### config.mk
export PLATFORM = sky130hd
export DESIGN_NAME = exu_alu_wb_flat
export DESIGN_NICKNAME = d
export VERILOG_FILES = /design/src/rtl/exu_alu_wb_if.sv /design/src/rtl/exu_alu_wb.sv /design/src/flat_wrapper.sv
export SDC_FILE = /design/constraint.sdc
export NUM_CORES = 1
export LEC_CHECK = 0
export CAP_MARGIN = 5
export CORE_UTILIZATION = 40
export DETAILED_ROUTE_END_ITERATION = 12
export PLACE_DENSITY = 0.8
export SKIP_LAST_GASP = 1
export SLEW_MARGIN = 0
export SYNTH_ARGS = -nofsm -noshare
export SYNTH_HDL_FRONTEND = slang
export SYNTH_SLANG_ARGS = --single-unit
### constraint.sdc
create_clock -name clk -period 5.6 [get_ports clk]
set_input_delay 1.4 -clock clk [delete_from_list [all_inputs] [get_ports clk]]
set_output_delay 1.4 -clock clk [all_outputs]
set_load 0.02 [all_outputs]
### src/rtl/exu_alu_wb_if.sv
// ----------------------------------------------------------------------------
// exu_alu_wb_if
//   Bundle of the ALU writeback buffer's handshake and bus signals.
//
//   Upstream ALU side : flush, s0_valid, s0_ready, s0_rd_wen, s0_rd_idx,
//                       s0_word, s0_alu_result
//   Regfile write side: wb_valid, wb_ready, wb_rd_idx, wb_data
//   Operand bypass    : byp_rs_idx, byp_hit, byp_data
//
//   modport slave  : the writeback buffer itself
//   modport master : the surrounding pipeline (ALU, regfile, operand stage)
// ----------------------------------------------------------------------------
interface exu_alu_wb_if #(
  parameter int XLEN   = 64,
  parameter int RIDX_W = 5
);
  logic              flush;
  logic              s0_valid;
  logic              s0_ready;
  logic              s0_rd_wen;
  logic [RIDX_W-1:0] s0_rd_idx;
  logic              s0_word;
  logic [XLEN-1:0]   s0_alu_result;
  logic              wb_valid;
  logic              wb_ready;
  logic [RIDX_W-1:0] wb_rd_idx;
  logic [XLEN-1:0]   wb_data;
  logic [RIDX_W-1:0] byp_rs_idx;
  logic              byp_hit;
  logic [XLEN-1:0]   byp_data;

  modport slave (
    input  flush, s0_valid, s0_rd_wen, s0_rd_idx, s0_word, s0_alu_result,
           wb_ready, byp_rs_idx,
    output s0_ready, wb_valid, wb_rd_idx, wb_data, byp_hit, byp_data
  );

  modport master (
    output flush, s0_valid, s0_rd_wen, s0_rd_idx, s0_word, s0_alu_result,
           wb_ready, byp_rs_idx,
    input  s0_ready, wb_valid, wb_rd_idx, wb_data, byp_hit, byp_data
  );
endinterface

### src/rtl/exu_alu_wb.sv
// ----------------------------------------------------------------------------
// exu_alu_wb
//   ALU writeback buffer sitting one stage after the single-cycle ALU.
//   Valid ALU results that write a non-x0 register are sign-extended for
//   W-ops and queued in a small in-order FIFO; the head is offered to the
//   regfile write port with a valid/ready handshake. A combinational bypass
//   lookup lets the operand stage forward results still in the buffer.
//
//   Ports
//     clk            clock, all state on rising edge
//     rst            synchronous active-high reset (priority over flush)
//     bus            exu_alu_wb_if.slave: s0_* input beat, wb_* regfile
//                    write port, byp_* forwarding lookup, flush
//     perf_stall_cnt (only with EXU_ALU_WB_PERF_EN) saturating count of
//                    cycles with s0_valid & ~s0_ready; cleared by rst only
//
//   Configuration macro: EXU_ALU_WB_PERF_EN
// ----------------------------------------------------------------------------
module exu_alu_wb #(
  parameter int XLEN   = 64,
  parameter int RIDX_W = 5,
  parameter int DEPTH  = 2
) (
  input  logic         clk,
  input  logic         rst,
  exu_alu_wb_if.slave  bus
`ifdef EXU_ALU_WB_PERF_EN
  ,
  output logic [31:0]  perf_stall_cnt
`endif
);

  localparam int PTR_W = $clog2(DEPTH);
  localparam int CNT_W = PTR_W + 1;

  logic [PTR_W-1:0]        rd_ptr;
  logic [PTR_W-1:0]        wr_ptr;
  logic [CNT_W-1:0]        count;
  logic [RIDX_W-1:0]       idx_mem  [DEPTH];
  logic signed [XLEN-1:0]  data_mem [DEPTH];

  logic                    not_full;
  logic                    push;
  logic                    pop;
  logic signed [XLEN-1:0]  wr_data_p0;
  logic [PTR_W-1:0]        slot;
  logic                    byp_hit_c;
  logic signed [XLEN-1:0]  byp_data_c;

  function automatic logic signed [XLEN-1:0] sext_word(
    input logic signed [XLEN-1:0] r,
    input logic                   word
  );
    if (word) return {{(XLEN-32){r[31]}}, r[31:0]};
    return r;
  endfunction

  // When full, a regfile accept frees the head in the same edge, so the
  // ready path deliberately looks through to wb_ready.
  assign not_full     = count < CNT_W'(DEPTH);
  assign bus.s0_ready = not_full | bus.wb_ready;

  // Beats without a real destination are accepted but never stored.
  assign push = bus.s0_valid & bus.s0_ready & ~bus.flush & bus.s0_rd_wen &
                (bus.s0_rd_idx != '0);
  assign pop  = bus.wb_valid & bus.wb_ready;

  assign wr_data_p0 = sext_word(signed'(bus.s0_alu_result), bus.s0_word);

  // ---- stage p0 -> storage: capture result into the FIFO ----
  always_ff @(posedge clk) begin
    if (push) begin
      idx_mem[wr_ptr]  <= bus.s0_rd_idx;
      data_mem[wr_ptr] <= wr_data_p0;
    end
  end

  always_ff @(posedge clk) begin
    if (rst || bus.flush) begin
      rd_ptr <= '0;
      wr_ptr <= '0;
      count  <= '0;
    end else begin
      if (push) wr_ptr <= wr_ptr + PTR_W'(1);
      if (pop)  rd_ptr <= rd_ptr + PTR_W'(1);
      count <= count + CNT_W'(push) - CNT_W'(pop);
    end
  end

  // ---- storage -> regfile write port ----
  // Data storage carries no reset; gating with valid gives clean zeros
  // out of reset and while empty.
  assign bus.wb_valid  = (count != '0);
  assign bus.wb_rd_idx = bus.wb_valid ? idx_mem[rd_ptr] : '0;
  assign bus.wb_data   = bus.wb_valid ? data_mem[rd_ptr] : '0;

  // Walk entries oldest to youngest so the last match (youngest) wins.
  always_comb begin
    byp_hit_c  = 1'b0;
    byp_data_c = '0;
    slot       = '0;
    for (int i = 0; i < DEPTH; i++) begin
      slot = rd_ptr + PTR_W'(i);
      if ((CNT_W'(i) < count) && (bus.byp_rs_idx != '0) &&
          (idx_mem[slot] == bus.byp_rs_idx)) begin
        byp_hit_c  = 1'b1;
        byp_data_c = data_mem[slot];
      end
    end
  end

  assign bus.byp_hit  = byp_hit_c;
  assign bus.byp_data = byp_data_c;

`ifdef EXU_ALU_WB_PERF_EN
  always_ff @(posedge clk) begin
    if (rst) begin
      perf_stall_cnt <= '0;
    end else if (bus.s0_valid && !bus.s0_ready && (perf_stall_cnt != '1)) begin
      perf_stall_cnt <= perf_stall_cnt + 32'd1;
    end
  end
`endif

endmodule

### src/flat_wrapper.sv
// flat-port wrapper written by rule: the top's interface ports become plain ports
module exu_alu_wb_flat 
#(
  parameter int XLEN   = 64,
  parameter int RIDX_W = 5,
  parameter int DEPTH  = 2
)
  (clk, rst, bus_flush, bus_s0_valid, bus_s0_rd_wen, bus_s0_rd_idx, bus_s0_word, bus_s0_alu_result, bus_wb_ready, bus_byp_rs_idx, bus_s0_ready, bus_wb_valid, bus_wb_rd_idx, bus_wb_data, bus_byp_hit, bus_byp_data);
  exu_alu_wb_if #(.XLEN(XLEN), .RIDX_W(RIDX_W)) bus_i ();
  input  logic clk;
  input  logic rst;
  input wire logic [$bits(bus_i.flush)-1:0] bus_flush;
  input wire logic [$bits(bus_i.s0_valid)-1:0] bus_s0_valid;
  input wire logic [$bits(bus_i.s0_rd_wen)-1:0] bus_s0_rd_wen;
  input wire logic [$bits(bus_i.s0_rd_idx)-1:0] bus_s0_rd_idx;
  input wire logic [$bits(bus_i.s0_word)-1:0] bus_s0_word;
  input wire logic [$bits(bus_i.s0_alu_result)-1:0] bus_s0_alu_result;
  input wire logic [$bits(bus_i.wb_ready)-1:0] bus_wb_ready;
  input wire logic [$bits(bus_i.byp_rs_idx)-1:0] bus_byp_rs_idx;
  output wire logic [$bits(bus_i.s0_ready)-1:0] bus_s0_ready;
  output wire logic [$bits(bus_i.wb_valid)-1:0] bus_wb_valid;
  output wire logic [$bits(bus_i.wb_rd_idx)-1:0] bus_wb_rd_idx;
  output wire logic [$bits(bus_i.wb_data)-1:0] bus_wb_data;
  output wire logic [$bits(bus_i.byp_hit)-1:0] bus_byp_hit;
  output wire logic [$bits(bus_i.byp_data)-1:0] bus_byp_data;
  assign bus_i.flush = bus_flush;
  assign bus_i.s0_valid = bus_s0_valid;
  assign bus_i.s0_rd_wen = bus_s0_rd_wen;
  assign bus_i.s0_rd_idx = bus_s0_rd_idx;
  assign bus_i.s0_word = bus_s0_word;
  assign bus_i.s0_alu_result = bus_s0_alu_result;
  assign bus_i.wb_ready = bus_wb_ready;
  assign bus_i.byp_rs_idx = bus_byp_rs_idx;
  assign bus_s0_ready = bus_i.s0_ready;
  assign bus_wb_valid = bus_i.wb_valid;
  assign bus_wb_rd_idx = bus_i.wb_rd_idx;
  assign bus_wb_data = bus_i.wb_data;
  assign bus_byp_hit = bus_i.byp_hit;
  assign bus_byp_data = bus_i.byp_data;
  exu_alu_wb #(.XLEN(XLEN), .RIDX_W(RIDX_W), .DEPTH(DEPTH)) u_core (.clk(clk), .rst(rst), .bus(bus_i));
endmodule
# [Word-level counts from Yosys, hierarchy flattened]
# Memories as Yosys holds them, arrays and structs flattened. A register that Yosys moved wholly into a read port is not among the register bits.
# Cells that the tools add are included.
[classes] addsub=4 order_cmp=3 n_eq_ne=2 n_mux=15 bitwise_logic=7 reduce_logical=8
[ops] cell="$mux 64" count=5
[ops] cell="$eq 5x5->1" count=2
[ops] cell="$reduce_bool 5->1" count=2
[ops] cell="$mux 1" count=9
[ops] cell="$and 1x1->1" count=5
[ops] cell="$mux 5" count=1
[ops] cell="$logic_and 1x1->1" count=4
[ops] cell="$lt 1x2->1 const A" count=2
[ops] cell="$add 1x1->1 const B" count=2
[ops] cell="$add 2x1->2" count=1
[ops] cell="$lt 2x2->1 const B" count=1
[ops] cell="$reduce_bool 2->1" count=1
[ops] cell="$sub 2x1->2" count=1
[ops] cell="$logic_or 1x1->1" count=1
[ops] cell="$not 1->1" count=1
[ops] cell="$or 1x1->1" count=1
[word_totals] register_bits=4 mem_bits_rw=138 input_bits=81 out_inout_bits=136 word_cells=44 mem_count=2
[memory_table] memory="u_core.data_mem" depth=2 word_bits=64 read_ports=2 rd_ports_with_merged_regs=1 write_ports=1 line="exu_alu_wb.sv:40" rtl="logic signed [XLEN-1:0] data_mem [DEPTH];"
[memory_table] memory="u_core.idx_mem" depth=2 word_bits=5 read_ports=2 rd_ports_with_merged_regs=1 write_ports=1 line="exu_alu_wb.sv:39" rtl="logic [RIDX_W-1:0] idx_mem [DEPTH];"

# [Depth between registers and ports, before layout]
[logic_depth] ltp_word=8 ltp_mapped=9 depth_no_buf=9

# [Least setup slack after synthesis]
# No wires, ideal clock.
[synth_path] path_kind="input port to flip-flop" start="input port bus_wb_ready" end="memory u_core.data_mem[0][0] (enable)" setup_ns=0.505 t_arrival_ns=5.103 required_ns=5.095 setup_slack_ns=-0.008 stages=4 n_path_buf=0 path_cell_list="nand2b_1 -> nand4b_1 -> a21oi_1 -> nor2b_1"
[synth_via] elab_chain_cells=7
[synth_rtl] item="start: declaration" line="flat_wrapper.sv:18" rtl="input wire logic [$bits(bus_i.wb_ready)-1:0] bus_wb_ready;"
[synth_rtl] item="$or 1x1->1" line="exu_alu_wb.sv:61" rtl="assign bus.s0_ready = not_full | bus.wb_ready;"
[synth_rtl] item="$and 1x1->1 (4 in series)" line="exu_alu_wb.sv:64" rtl="assign push = bus.s0_valid & bus.s0_ready & ~bus.flush & bus.s0_rd_wen &"
[synth_rtl] item="$mux 1" line="exu_alu_wb.sv:72" rtl="if (push) begin"
[synth_rtl] item="$mux 1 (implied by the code)" line="exu_alu_wb.sv:74" rtl="data_mem[wr_ptr] <= wr_data_p0;"
[synth_rtl] item="end: declaration" line="exu_alu_wb.sv:40"
# No other way between the ends.

# [Worst setup path in the final report]
[layout_path] start="input port bus_byp_rs_idx[3]" end="output port bus_byp_data[13]"
[layout_via] elab_chain_cells=5 elab_cells_between_ends=9 classes_between="eq/ne (2); mux (2); reduce/logical (5)"
[layout_rtl] item="start: declaration" line="flat_wrapper.sv:19" rtl="input wire logic [$bits(bus_i.byp_rs_idx)-1:0] bus_byp_rs_idx;"
[layout_rtl] item="$reduce_bool 5->1" line="exu_alu_wb.sv:104" rtl="if ((CNT_W'(i) < count) && (bus.byp_rs_idx != '0) &&"
[layout_rtl] item="$logic_and 1x1->1 (2 in series)" line="exu_alu_wb.sv:104"
[layout_rtl] item="$mux 64" line="exu_alu_wb.sv:104"
[layout_rtl] item="$mux 64 (*)" line="exu_alu_wb.sv:104"
[layout_rtl] item="end: declaration" line="flat_wrapper.sv:25" rtl="output wire logic [$bits(bus_i.byp_data)-1:0] bus_byp_data;"
# Mark *: on every way between the ends. The rest lies on a longest branch, timed or not.

==> results.json <==
{
  "cp-end-kind": "primary output",
  "rsz0062_at_grt": "false",
  "synth_nets": 718,
  "grt_pass1_vias": 5674,
  "finalNetCount": 916,
  "whs_path_depth": 2,
  "dr_total_vias": 5668,
  "syn_avg_cell_area_sq_um": 12.1,
  "max-cap-violations": 0,
  "synth_cell_types": 28,
  "ys_warn_count": 0,
  "fin_tns_setup_ns": 0,
  "grt_max_degree": 70,
  "outcome": "completed",
  "clk_latency_ns": 0.42,
  "drive_above_1_share": 0.0626,
  "crit_fanout": 38,
  "min_period_ns": 5.46,
  "netlist_instances": 635,
  "port_buffers": 216,
  "ys_seq_elements": 143,
  "design_area_sq_um": 10600,
  "io_pins": 217,
  "synthMostInstantiatedCell": "mux2i_1",
  "cts_resized": 0,
  "die_h_microns": 141,
  "synth_top_cell_by_area": "edfxtp_1",
  "dpl.hpwl_mm": 12.7,
  "diodes": 0,
  "synth_edf_count": 138,
  "r2r_cells": 10,
  "placement_rows": 50,
  "die_w_microns": 141,
  "p_per_area_nw_per_um2": 232,
  "cp-start-kind": "input port",
  "critPathRequiredTime_ns": 4.20,
  "synth_top_cell_area_share": 0.540,
  "antenna_left": 0,
  "ys.flop_type": "edfxtp_1",
  "reg2reg_slack_ns": 2.94,
  "cts_buffers": 17,
  "synthTopCellsByArea": "edfxtp_1 (54%), mux2i_1 (26%), nand3_1 (4.3%), nor2_1 (3.5%), o21ai_0 (2.2%)",
  "utilization": 0.567,
  "dieArea_sq_um": 19800,
  "worstSetupPathType": "in2out",
  "cp_data_arrival_time_ns": 4.06,
  "cts_max_path_buffers": 2,
  "cts_root_buf": "clkbuf_16",
  "cts_setup_buffers": 0,
  "gp_congestion": 0.780,
  "wl_per_cell_microns": 17.9,
  "wl_mm": 19.3,
  "dpl_cell_area_sq_um": 10100,
  "tightest_slew_ns": 1.06,
  "start_util": 0.409,
  "finalClockSkew_ns": 0.0104,
  "h-tree-depth": 4,
  "p_leak_uw": 0.00379,
  "synth_area_sq_um": 7680,
  "fmax_mhz": 183,
  "hold_path.class": "reg2reg",
  "irDropWorstVdd_mv": 0.196,
  "first_iter_violations": 263,
  "hold_viol": 0,
  "clk_pin_slew_worst_paths_ns": 0.05,
  "core_area_sq_um": 18800,
  "grt_pass1_wl_mm": 30.1,
  "viasPerCell": 5.25,
  "final.period_utilization": 0.975,
  "cts_sinks": 143,
  "hold_slack_ns": 0.613,
  "grt_antenna_before_repair": 0,
  "postCtsHoldBufs": 0,
  "drc_errors": 0,
  "slew_viol_final": 0,
  "setup_viol": 0,
  "grt_overflow": 0,
  "synth_common_cells": "mux2i_1 (201), edfxtp_1 (138), nor2_1 (71), nand3_1 (66), inv_1 (35)",
  "syn_to_final_growth_pct": 38.5,
  "dr.pass1.iters": 6,
  "max-slew-margin-rel": 0.294,
  "async_reset_ff_frac": 0,
  "ys_seq_area_frac": 0.553,
  "cts_tree": "yes",
  "grt_usage": 0.199
}
[critical path: stages]
cell	delay [ns]
clkdlybuf4s50_1	0.55
or4_1	0.15
or3b_1	0.39
a211oi_4	0.34
buf_12	0.24
nand3_1	0.10
mux2i_1	0.22
clkdlybuf4s50_1	0.64
[cells in the final DEF, fill, tap and decap left out, types with 3 or more instances in the layout]
cell / count
o21ai_0: 33
buf_4: 8
edfxtp_1: 138
dfxtp_1: 3
buf_12: 5
clkinvlp_4: 7
inv_6: 4
clkdlybuf4s50_1: 216
nor2_1: 69
nand2_1: 3
nor3_1: 5
inv_1: 35
clkbuf_16: 17
xnor2_1: 10
mux2i_1: 201
xor2_1: 3
nand3_1: 65
[layout make-up]
class,count,area (sq um)
fill,1624,8130
clock buffer,18,429
inverter,35,131
clock inverter,14,110
tap,234,293
sequential,143,4250
timing repair buffer,229,2320
multi-input combinational,407,3100
[cell families after synthesis]
| family | count (synthesis) | synth area share |
|---|---|---|
| adders and majority gates | 2 | 0.00326 |
| DFF | 143 | 0.553 |
| and+or+nand+nor | 155 | 0.0916 |
| AOI/OAI and AO/OA | 35 | 0.0238 |
| xor gates and xnor gates | 13 | 0.0148 |
| buffers and inverters | 85 | 0.0497 |
| muxes | 202 | 0.264 |
[state kept, by name, summed over array words and instances (netlist names), named ones only]
register and flops:
u_core.idx_mem 10, u_core.count 2, u_core.rd_ptr 1, u_core.wr_ptr 1, u_core.data_mem 128
[power breakdown]
| group | leakage (uW) | total, uW | switching [uW] | internal, uW |
|---|---|---|---|---|
| logic | 0.00225 | 234 | 125 | 109 |
| registers | 0.00130 | 1210 | 9.96 | 1200 |
| clock network | 0.000242 | 1030 | 456 | 571 |
[final timing paths]
path / from / to
min: u_core.wr_ptr / u_core.wr_ptr
min reg2reg: u_core.wr_ptr / u_core.wr_ptr
max: bus_byp_rs_idx[3] / bus_byp_data[13]
max reg2reg: u_core.count[1] / u_core.count[1]
[metal layers]
layer | vias up | global-route usage | share of wire
met5 | - | 0 | 0
met4 | 0 | 0.0738 | 0.019
met3 | 25 | 0.0438 | 0.050
met2 | 162 | 0.353 | 0.52
met1 | 2774 | 0.235 | 0.41
li1 | 2707 | - | -
[metrics by stage]
stage               total power, uW  cells  setup WS [ns]
finish                         2470   1080          0.141
global route                   2550   1080         0.0390
CTS                            2490   1080          0.164
detailed placement             1460   1048          0.168
global placement               1460   1048          0.201
floorplan                      1340    635           1.04
Power figures use the tool's default switching activity.
